[config.mk]
export PLATFORM = sky130hd
export DESIGN_NAME = riscv_retire_trace_flat
export DESIGN_NICKNAME = d
export VERILOG_FILES = /design/src/rtl/riscv_retire_trace_pkg.sv /design/src/rtl/riscv_retire_trace_if.sv /design/src/rtl/riscv_trace_fifo.sv /design/src/rtl/riscv_retire_trace.sv /design/src/flat_wrapper.sv
export SDC_FILE = /design/constraint.sdc
export NUM_CORES = 2
export LEC_CHECK = 0
export BUFFER_PORTS_ARGS = -buffer_cell sky130_fd_sc_hd__buf_2
export CAP_MARGIN = 30
export CELL_PAD_IN_SITES_DETAIL_PLACEMENT = 0
export CELL_PAD_IN_SITES_GLOBAL_PLACEMENT = 1
export CORE_ASPECT_RATIO = 0.5
export CORE_MARGIN = 2
export CORE_UTILIZATION = 53
export CTS_CLUSTER_DIAMETER = 40
export DETAILED_ROUTE_END_ITERATION = 8
export PLACE_DENSITY_LB_ADDON = 0.1
export REMOVE_ABC_BUFFERS = 1
export SLEW_MARGIN = 20
export SYNTH_ARGS = -nofsm -noshare
export SYNTH_HDL_FRONTEND = slang
export SYNTH_SLANG_ARGS = --single-unit
[constraint.sdc]
create_clock -name clk_i -period 12.25 [get_ports clk_i]
set_input_delay 2.45 -clock clk_i [delete_from_list [all_inputs] [get_ports clk_i]]
set_output_delay 2.45 -clock clk_i [all_outputs]
set_load 0.05 [all_outputs]
[src/rtl/riscv_retire_trace_pkg.sv]
// rtl/riscv_retire_trace_pkg.sv - shared widths, trace entry type and helpers
//
// Purpose : common definitions for the retire-trace collector and its FIFO.
// Ports   : none (package).

`ifndef TRACE_PC_W
`define TRACE_PC_W 32
`endif
`ifndef TRACE_SEQ_W
`define TRACE_SEQ_W 32
`endif

package riscv_retire_trace_pkg;

   localparam int PC_W  = `TRACE_PC_W;
   localparam int SEQ_W = `TRACE_SEQ_W;

   // One serialised retirement: PC plus the sequence number it consumed.
   typedef struct packed {
      logic [PC_W-1:0]  pc;
      logic [SEQ_W-1:0] seq;
   } trace_entry_t;

   // Population count of two strobes, used for push/drop/seq arithmetic.
   function automatic logic [1:0] count2(input logic a, input logic b);
      return {1'b0, a} + {1'b0, b};
   endfunction

endpackage

[src/rtl/riscv_retire_trace_if.sv]
// rtl/riscv_retire_trace_if.sv - trace output stream interface
//
// Purpose : valid/ready stream carrying the head trace entry to the sink.
// Signals : valid - head entry available
//           pc    - head entry PC
//           seq   - head entry sequence number
//           ready - sink accepts the head entry
// Modports: master (collector side), slave (sink side).

interface riscv_retire_trace_if;
   import riscv_retire_trace_pkg::*;

   logic             valid;
   logic [PC_W-1:0]  pc;
   logic [SEQ_W-1:0] seq;
   logic             ready;

   modport master (output valid, output pc, output seq, input ready);
   modport slave  (input valid, input pc, input seq, output ready);
endinterface

[src/rtl/riscv_trace_fifo.sv]
// rtl/riscv_trace_fifo.sv - 2-write/1-read synchronous FIFO for trace entries
//
// Purpose : stores trace entries; up to two writes and one read per cycle.
// Ports   : clk, rst       - clock, synchronous active-high reset
//           push0, data0   - write the older entry
//           push1, data1   - write the younger entry (lands after data0 if both)
//           pop            - remove the head entry (ignored when empty)
//           head, empty    - head entry (zero when empty) and empty flag
//           level, free    - occupancy and free slots at the start of the cycle

module riscv_trace_fifo
   import riscv_retire_trace_pkg::*;
#(
   parameter  int DEPTH = 16,
   localparam int AW    = $clog2(DEPTH)
) (
   input  logic         clk,
   input  logic         rst,
   input  logic         push0,
   input  trace_entry_t data0,
   input  logic         push1,
   input  trace_entry_t data1,
   input  logic         pop,
   output trace_entry_t head,
   output logic         empty,
   output logic [AW:0]  level,
   output logic [AW:0]  free
);

   // Pointers carry one extra wrap bit so full and empty are distinguishable.
   logic [AW:0]   wr_ptr;
   logic [AW:0]   rd_ptr;
   logic          full;
   logic          do_pop;
   logic [AW-1:0] addr0;
   logic [AW-1:0] addr1;

   trace_entry_t mem [DEPTH];

   assign empty  = (wr_ptr == rd_ptr);
   assign full   = ((wr_ptr ^ rd_ptr) == {1'b1, {AW{1'b0}}});
   assign level  = wr_ptr - rd_ptr;
   assign free   = full ? '0 : (DEPTH[AW:0] - level);
   assign do_pop = pop & ~empty;

   // The younger entry goes one slot past the older one; the AW-bit add
   // wraps naturally across the array end because DEPTH is a power of two.
   assign addr0 = wr_ptr[AW-1:0];
   assign addr1 = wr_ptr[AW-1:0] + {{(AW-1){1'b0}}, push0};

   always_ff @(posedge clk) begin
      if (rst) begin
         wr_ptr <= '0;
         rd_ptr <= '0;
      end else begin
         wr_ptr <= wr_ptr + {{AW{1'b0}}, push0} + {{AW{1'b0}}, push1};
         rd_ptr <= rd_ptr + {{AW{1'b0}}, do_pop};
      end
   end

   always_ff @(posedge clk) begin
      if (push0) mem[addr0] <= data0;
      if (push1) mem[addr1] <= data1;
   end

   // Zero when empty so the head reads as zero straight out of reset.
   assign head = empty ? '0 : mem[rd_ptr[AW-1:0]];

endmodule

[src/rtl/riscv_retire_trace.sv]
// rtl/riscv_retire_trace.sv - dual-issue retire event serialiser with statistics
//
// Purpose : serialises pipe0/pipe1 retirements (oldest first) into a sequence-
//           tagged trace stream and keeps retire/drop statistics.
// Ports   : clk_i, rst_i            - clock, synchronous active-high reset
//           enable_i                - capture enable
//           clear_i                 - clears overflow_o and drop_count_o
//           pipe0_valid_i/pc_i      - older retirement slot
//           pipe1_valid_i/pc_i      - younger retirement slot
//           trace (master)          - valid/pc/seq/ready output stream
//           level_o                 - FIFO occupancy
//           overflow_o              - sticky drop indicator
//           retired_count_o         - retirements seen while enabled
//           drop_count_o            - saturating dropped-retirement count

module riscv_retire_trace
   import riscv_retire_trace_pkg::*;
#(
   parameter  int DEPTH = 16,
   parameter  int CNT_W = 16,
   localparam int LW    = $clog2(DEPTH) + 1
) (
   input  logic                  clk_i,
   input  logic                  rst_i,
   input  logic                  enable_i,
   input  logic                  clear_i,
   input  logic                  pipe0_valid_i,
   input  logic [PC_W-1:0]       pipe0_pc_i,
   input  logic                  pipe1_valid_i,
   input  logic [PC_W-1:0]       pipe1_pc_i,
   riscv_retire_trace_if.master  trace,
   output logic [LW-1:0]         level_o,
   output logic                  overflow_o,
   output logic [63:0]           retired_count_o,
   output logic [CNT_W-1:0]      drop_count_o
);

   logic             v0;
   logic             v1;
   logic             acc0;
   logic             acc1;
   logic [1:0]       needed;
   logic [1:0]       accepted;
   logic [1:0]       dropped;
   logic [LW-1:0]    free;
   logic             empty;
   trace_entry_t     entry0;
   trace_entry_t     entry1;
   trace_entry_t     head;
   logic [SEQ_W-1:0] seq_q;
   logic [CNT_W-1:0] drop_base;
   logic [CNT_W:0]   drop_sum;
   logic [CNT_W-1:0] drop_next;

   assign v0     = enable_i & pipe0_valid_i;
   assign v1     = enable_i & pipe1_valid_i;
   assign needed = count2(v0, v1);

   // Capacity is judged on start-of-cycle free slots; a same-cycle pop is
   // deliberately not credited. With one slot left and both valid, only the
   // older pipe0 entry fits.
   assign acc0     = v0 & (free != '0);
   assign acc1     = v1 & (free >= {{(LW-2){1'b0}}, needed});
   assign accepted = count2(acc0, acc1);
   assign dropped  = needed - accepted;

   // Every enabled retirement consumes a seq value, pipe0 first, so pipe1
   // takes seq_q+1 only when pipe0 also retired.
   assign entry0.pc  = pipe0_pc_i;
   assign entry0.seq = seq_q;
   assign entry1.pc  = pipe1_pc_i;
   assign entry1.seq = seq_q + {{(SEQ_W-1){1'b0}}, v0};

   riscv_trace_fifo #(.DEPTH(DEPTH)) u_fifo (
      .clk   (clk_i),
      .rst   (rst_i),
      .push0 (acc0),
      .data0 (entry0),
      .push1 (acc1),
      .data1 (entry1),
      .pop   (trace.ready),
      .head  (head),
      .empty (empty),
      .level (level_o),
      .free  (free)
   );

   assign trace.valid = ~empty;
   assign trace.pc    = head.pc;
   assign trace.seq   = head.seq;

   // A same-cycle clear restarts the count from zero, so the result is just
   // this cycle's drops: the drop wins over the clear.
   assign drop_base = clear_i ? '0 : drop_count_o;
   assign drop_sum  = {1'b0, drop_base} + {{(CNT_W-1){1'b0}}, dropped};
   assign drop_next = drop_sum[CNT_W] ? '1 : drop_sum[CNT_W-1:0];

   always_ff @(posedge clk_i) begin
      if (rst_i) begin
         seq_q           <= '0;
         retired_count_o <= '0;
         overflow_o      <= 1'b0;
         drop_count_o    <= '0;
      end else begin
         seq_q           <= seq_q + {{(SEQ_W-2){1'b0}}, needed};
         retired_count_o <= retired_count_o + {62'd0, needed};
         if (dropped != 2'd0) begin
            overflow_o   <= 1'b1;
            drop_count_o <= drop_next;
         end else if (clear_i) begin
            overflow_o   <= 1'b0;
            drop_count_o <= '0;
         end
      end
   end

endmodule

[src/flat_wrapper.sv]
// flat-port wrapper written by rule: the top's interface ports become plain ports
module riscv_retire_trace_flat import riscv_retire_trace_pkg::*;
#(
   parameter  int DEPTH = 16,
   parameter  int CNT_W = 16,
   localparam int LW    = $clog2(DEPTH) + 1
)
  (clk_i, rst_i, enable_i, clear_i, pipe0_valid_i, pipe0_pc_i, pipe1_valid_i, pipe1_pc_i, level_o, overflow_o, retired_count_o, drop_count_o, trace_valid, trace_pc, trace_seq, trace_ready);
  riscv_retire_trace_if trace_i ();
  input  logic clk_i;
  input  logic rst_i;
  input  logic enable_i;
  input  logic clear_i;
  input  logic pipe0_valid_i;
  input  logic [PC_W-1:0] pipe0_pc_i;
  input  logic pipe1_valid_i;
  input  logic [PC_W-1:0] pipe1_pc_i;
  output logic [LW-1:0] level_o;
  output logic overflow_o;
  output logic [63:0] retired_count_o;
  output logic [CNT_W-1:0] drop_count_o;
  output wire logic [$bits(trace_i.valid)-1:0] trace_valid;
  output wire logic [$bits(trace_i.pc)-1:0] trace_pc;
  output wire logic [$bits(trace_i.seq)-1:0] trace_seq;
  input wire logic [$bits(trace_i.ready)-1:0] trace_ready;
  assign trace_valid = trace_i.valid;
  assign trace_pc = trace_i.pc;
  assign trace_seq = trace_i.seq;
  assign trace_i.ready = trace_ready;
  riscv_retire_trace #(.DEPTH(DEPTH), .CNT_W(CNT_W)) u_core (.clk_i(clk_i), .rst_i(rst_i), .enable_i(enable_i), .clear_i(clear_i), .pipe0_valid_i(pipe0_valid_i), .pipe0_pc_i(pipe0_pc_i), .pipe1_valid_i(pipe1_valid_i), .pipe1_pc_i(pipe1_pc_i), .trace(trace_i), .level_o(level_o), .overflow_o(overflow_o), .retired_count_o(retired_count_o), .drop_count_o(drop_count_o));
endmodule
==> reports/metrics.csv <==
stage,metric,value,unit
min_path,worstHoldPathType,reg -> reg,
routing,finalWirelength,167000,microns
floorplan,die_h,244,microns
worst_setup_path,cp_data_arrival_time,8.13,ns
sta,fin_crit_sh,62.9,%
sta,grt_setup_unrepaired,no,
sta,fin_crit,7.71,ns
worst_setup_path,r2r_setup_slack,4.54,ns
worst_setup_path,cp-startpoint,u_core.u_fifo.wr_ptr[0]$_SDFF_PP0_,
routing,routed_via_density,6.41,
routing,first_pass_iters,5,
clocking,clk_pin_slew,0.06,ns
clocking,clk-insertion-delay-late,0.76,ns
synthesis,synth_top_area_cell,edfxtp_1,
synthesis,synth_edf_count,1024,
floorplan,start_util,53.7,%
worst_setup_path,r2r_end,u_core.u_fifo.mem[11][4]$_DFFE_PP_,
global_routing,grt-ovfl-total,0,
floorplan,design.die.area,118000,sq um
sta,clock_skew,0.0333,ns
run,maxCapViolations,0,
synthesis,ys.flop_type,edfxtp_1,
floorplan,num_rows,87,
global_routing,grt_antenna_before_repair,0,
clocking,cts_resized,0,
layout,drive_gt1_share,35.8,%
floorplan,die_x,483,microns
synthesis,ys_seq_area_share,54.6,%
sta,hold_viol,0,
sta,max_clock_freq,130,MHz
worst_setup_path,end_kind,flip-flop,
clocking,hold_buffers,0,
layout,nets,4368,
run_status,outcome,"finished, final reports clean",
place,dp_hpwl,98700,microns
routing,drtIter0Drc,3658,
sta,slew_headroom,27.0,%
routing,vias,37709,
routing,drtAntennaViolNets,0,
synthesis,yosys.cell_types.count,60,
worst_setup_path,cp-endpoint,u_core.u_fifo.mem[11][4]$_DFFE_PP_,
global_routing,grt_pass1_wl,250000,microns
worst_setup_path,reg2regPathDepth,19,
place,io_buffers,221,
synthesis,netlist_area,60900,sq um
routing,wl_per_cell,28.4,microns
min_path,whs_path_depth,2,
floorplan,coreArea,113000,sq um
clocking,post_cts_buffers,0,
synthesis,synth_area_per_cell,14.4,sq um
power_and_ir_drop,vdd_drop_max,124,uV
synthesis,netlist.area_leader.share,50.5,%
layout,syn_to_final_growth,11.6,%
worst_setup_path,required,12.67,ns
clocking,clockBufferDepth,3,
routing,drcViolationCount,0,
clocking,clock-root-buffer,clkbuf_16,
sta,worst_pin_slew,1.10,ns
worst_setup_path,reg2reg_from,u_core.u_fifo.wr_ptr[0]$_SDFF_PP0_,
clocking,numCtsBuffers,131,
power_and_ir_drop,leakage,22.5,nW
worst_setup_path,crit_type,reg -> reg,
synthesis,ys_ff_latch,1147,
place,gp_congestion,0.848,
clocking,clock_sinks,1147,
sta,final.setup.tns,0,ns
power_and_ir_drop,powerDensity,167,nW/um^2
synthesis,ys_top_cells_by_area,"edfxtp_1, mux4_2, mux2_2, xnor2_1, dfxtp_1",
global_routing,grt.total_usage,28.4,%
synthesis,syn_inst,4234,
synthesis,yosys_warnings,0,
worst_setup_path,critPathLaunchType,flip-flop,
power_and_ir_drop,finalPower,11.3,mW
clocking,htreeDepth,4,
sta,setup_viol_count_final,0,
clocking,cts_tree,done,
worst_setup_path,crit_path_max_fanout,40,
layout,post-route-util,59.9,%
global_routing,first_global_vias,38210,
floorplan,ios,222,
synthesis,synth.most_common_cell,edfxtp_1,
synthesis,ys_async_sr_fraction,0,%
global_routing,grt_start_max_net_pins,206,
sta,drv_slew,0,
synthesis,netlist_top_cells_count,"edfxtp_1, mux2_2, xnor2_1, nand4_1, mux4_2",
[sequential cells by signal, summed over array words and instances, names as in the netlist]
signal and flops:
u_core.u_fifo.rd_ptr 5, u_core.u_fifo.mem 1024, u_core.overflow_o 1, u_core.u_fifo.wr_ptr 5, u_core.seq_q 32, u_core.drop_count_o 16
u_core.retired_count_o 64
[per-stage QoR]
stage                     hold WS, ns  area [sq um]  cells  setup slack (ns)
after global routing            0.514         67900   5885              4.22
after floorplan                 0.530         58900   3792            -13.59
after global placement          0.462         63100   5626              4.44
after detailed placement        0.473         63400   5643              4.40
after CTS                       0.482         67800   5879              4.57
final                           0.477         67900   5887              4.54
[final cells by class]
cell class	count	area [sq um]
flip-flops and latches	1147	33200
diodes	2	5.00
inverters	28	110
clock buffers	164	3620
clock inverters	72	792
well taps	1513	1890
repair buffers	344	2210
fillers	8750	45400
multi-input cells	2617	26000
[worst min-delay path by stage]
| stage | start | end | slack (ns) |
|---|---|---|---|
| final | u_core.overflow_o$_SDFFE_PP0P_ | u_core.overflow_o$_SDFFE_PP0P_ | 0.48 |
| after global routing | u_core.overflow_o$_SDFFE_PP0P_ | u_core.overflow_o$_SDFFE_PP0P_ | 0.51 |
| after CTS | u_core.overflow_o$_SDFFE_PP0P_ | u_core.overflow_o$_SDFFE_PP0P_ | 0.48 |
| after detailed placement | u_core.overflow_o$_SDFFE_PP0P_ | u_core.overflow_o$_SDFFE_PP0P_ | 0.47 |
| after global placement | u_core.overflow_o$_SDFFE_PP0P_ | u_core.overflow_o$_SDFFE_PP0P_ | 0.46 |
| after floorplan | u_core.u_fifo.rd_ptr[3]$_SDFF_PP0_ | u_core.u_fifo.rd_ptr[4]$_SDFF_PP0_ | 0.53 |
[cell usage in the layout (no fill, tap or decap), types with 7 or more instances in the layout]
| cell type | instances |
|---|---|
| dfxtp_1 | 120 |
| nor3_2 | 19 |
| nand4_1 | 333 |
| mux2_1 | 12 |
| edfxtp_1 | 1024 |
| o21a_1 | 7 |
| inv_6 | 11 |
| clkinv_2 | 21 |
| clkbuf_16 | 140 |
| inv_1 | 24 |
| mux2_4 | 10 |
| a21oi_1 | 17 |
| nand3_4 | 14 |
| o31ai_4 | 10 |
| xnor2_1 | 348 |
| nor3_1 | 62 |
| nand2b_1 | 11 |
| clkbuf_1 | 21 |
| and4_1 | 8 |
| mux4_2 | 320 |
| and2_1 | 7 |
| clkinv_1 | 18 |
| ha_1 | 22 |
| buf_4 | 106 |
| nor2b_1 | 82 |
| or3_1 | 11 |
| nand3_1 | 105 |
| nand2_1 | 86 |
| buf_2 | 222 |
| o21ai_0 | 7 |
| bufinv_16 | 15 |
| mux2_2 | 602 |
| nor4_2 | 15 |
| nor2_1 | 196 |
| nor4_1 | 72 |
| and3_1 | 19 |
| xor2_1 | 168 |
[power by group]
group / switching, mW / internal (mW)
Clock: 1.67 / 2.42
Sequential: 0.0751 / 4.41
Combinational: 1.82 / 0.937
Total: 3.57 / 7.77
[worst max-delay path: stages (launching register included)]
cell and delay (ns):
dfxtp_1 0.69, inv_1 0.12, ha_1 0.25, fa_1 0.57, ha_1 0.21, a21boi_0 0.18
mux2i_1 0.14, nor4_2 0.45, nor4_1 0.17, o31ai_4 0.28, inv_1 0.11, ha_1 0.51
clkinv_1 0.34, nor2_1 0.83, nand2_1 0.38, nor2_1 0.44, nand3_4 0.64, o31ai_4 0.22
buf_4 0.48, buf_16 0.33
[routing by layer]
| layer | vias to the layer above | wire length [microns] | track usage [%] | share of wire [%] |
|---|---|---|---|---|
| met5 | - | 0 | 0 | 0 |
| met1 | 19644 | 73300 | 40.8 | 44 |
| met2 | 1327 | 79000 | 45.1 | 47 |
| met4 | 0 | 4080 | 8.16 | 2.4 |
| met3 | 266 | 10800 | 4.46 | 6.5 |
| li1 | 16472 | - | - | - |
[logic make-up after synthesis]
family / after synthesis / share of synthesized area (%)
compound gates: 66 / 0.802
xor+xnor: 516 / 7.43
fa+ha+maj: 28 / 0.650
buf+inv: 470 / 3.38
flops: 1147 / 54.6
mux: 946 / 23.5
simple gates: 1061 / 9.69
Power figures use the tool's default switching activity.
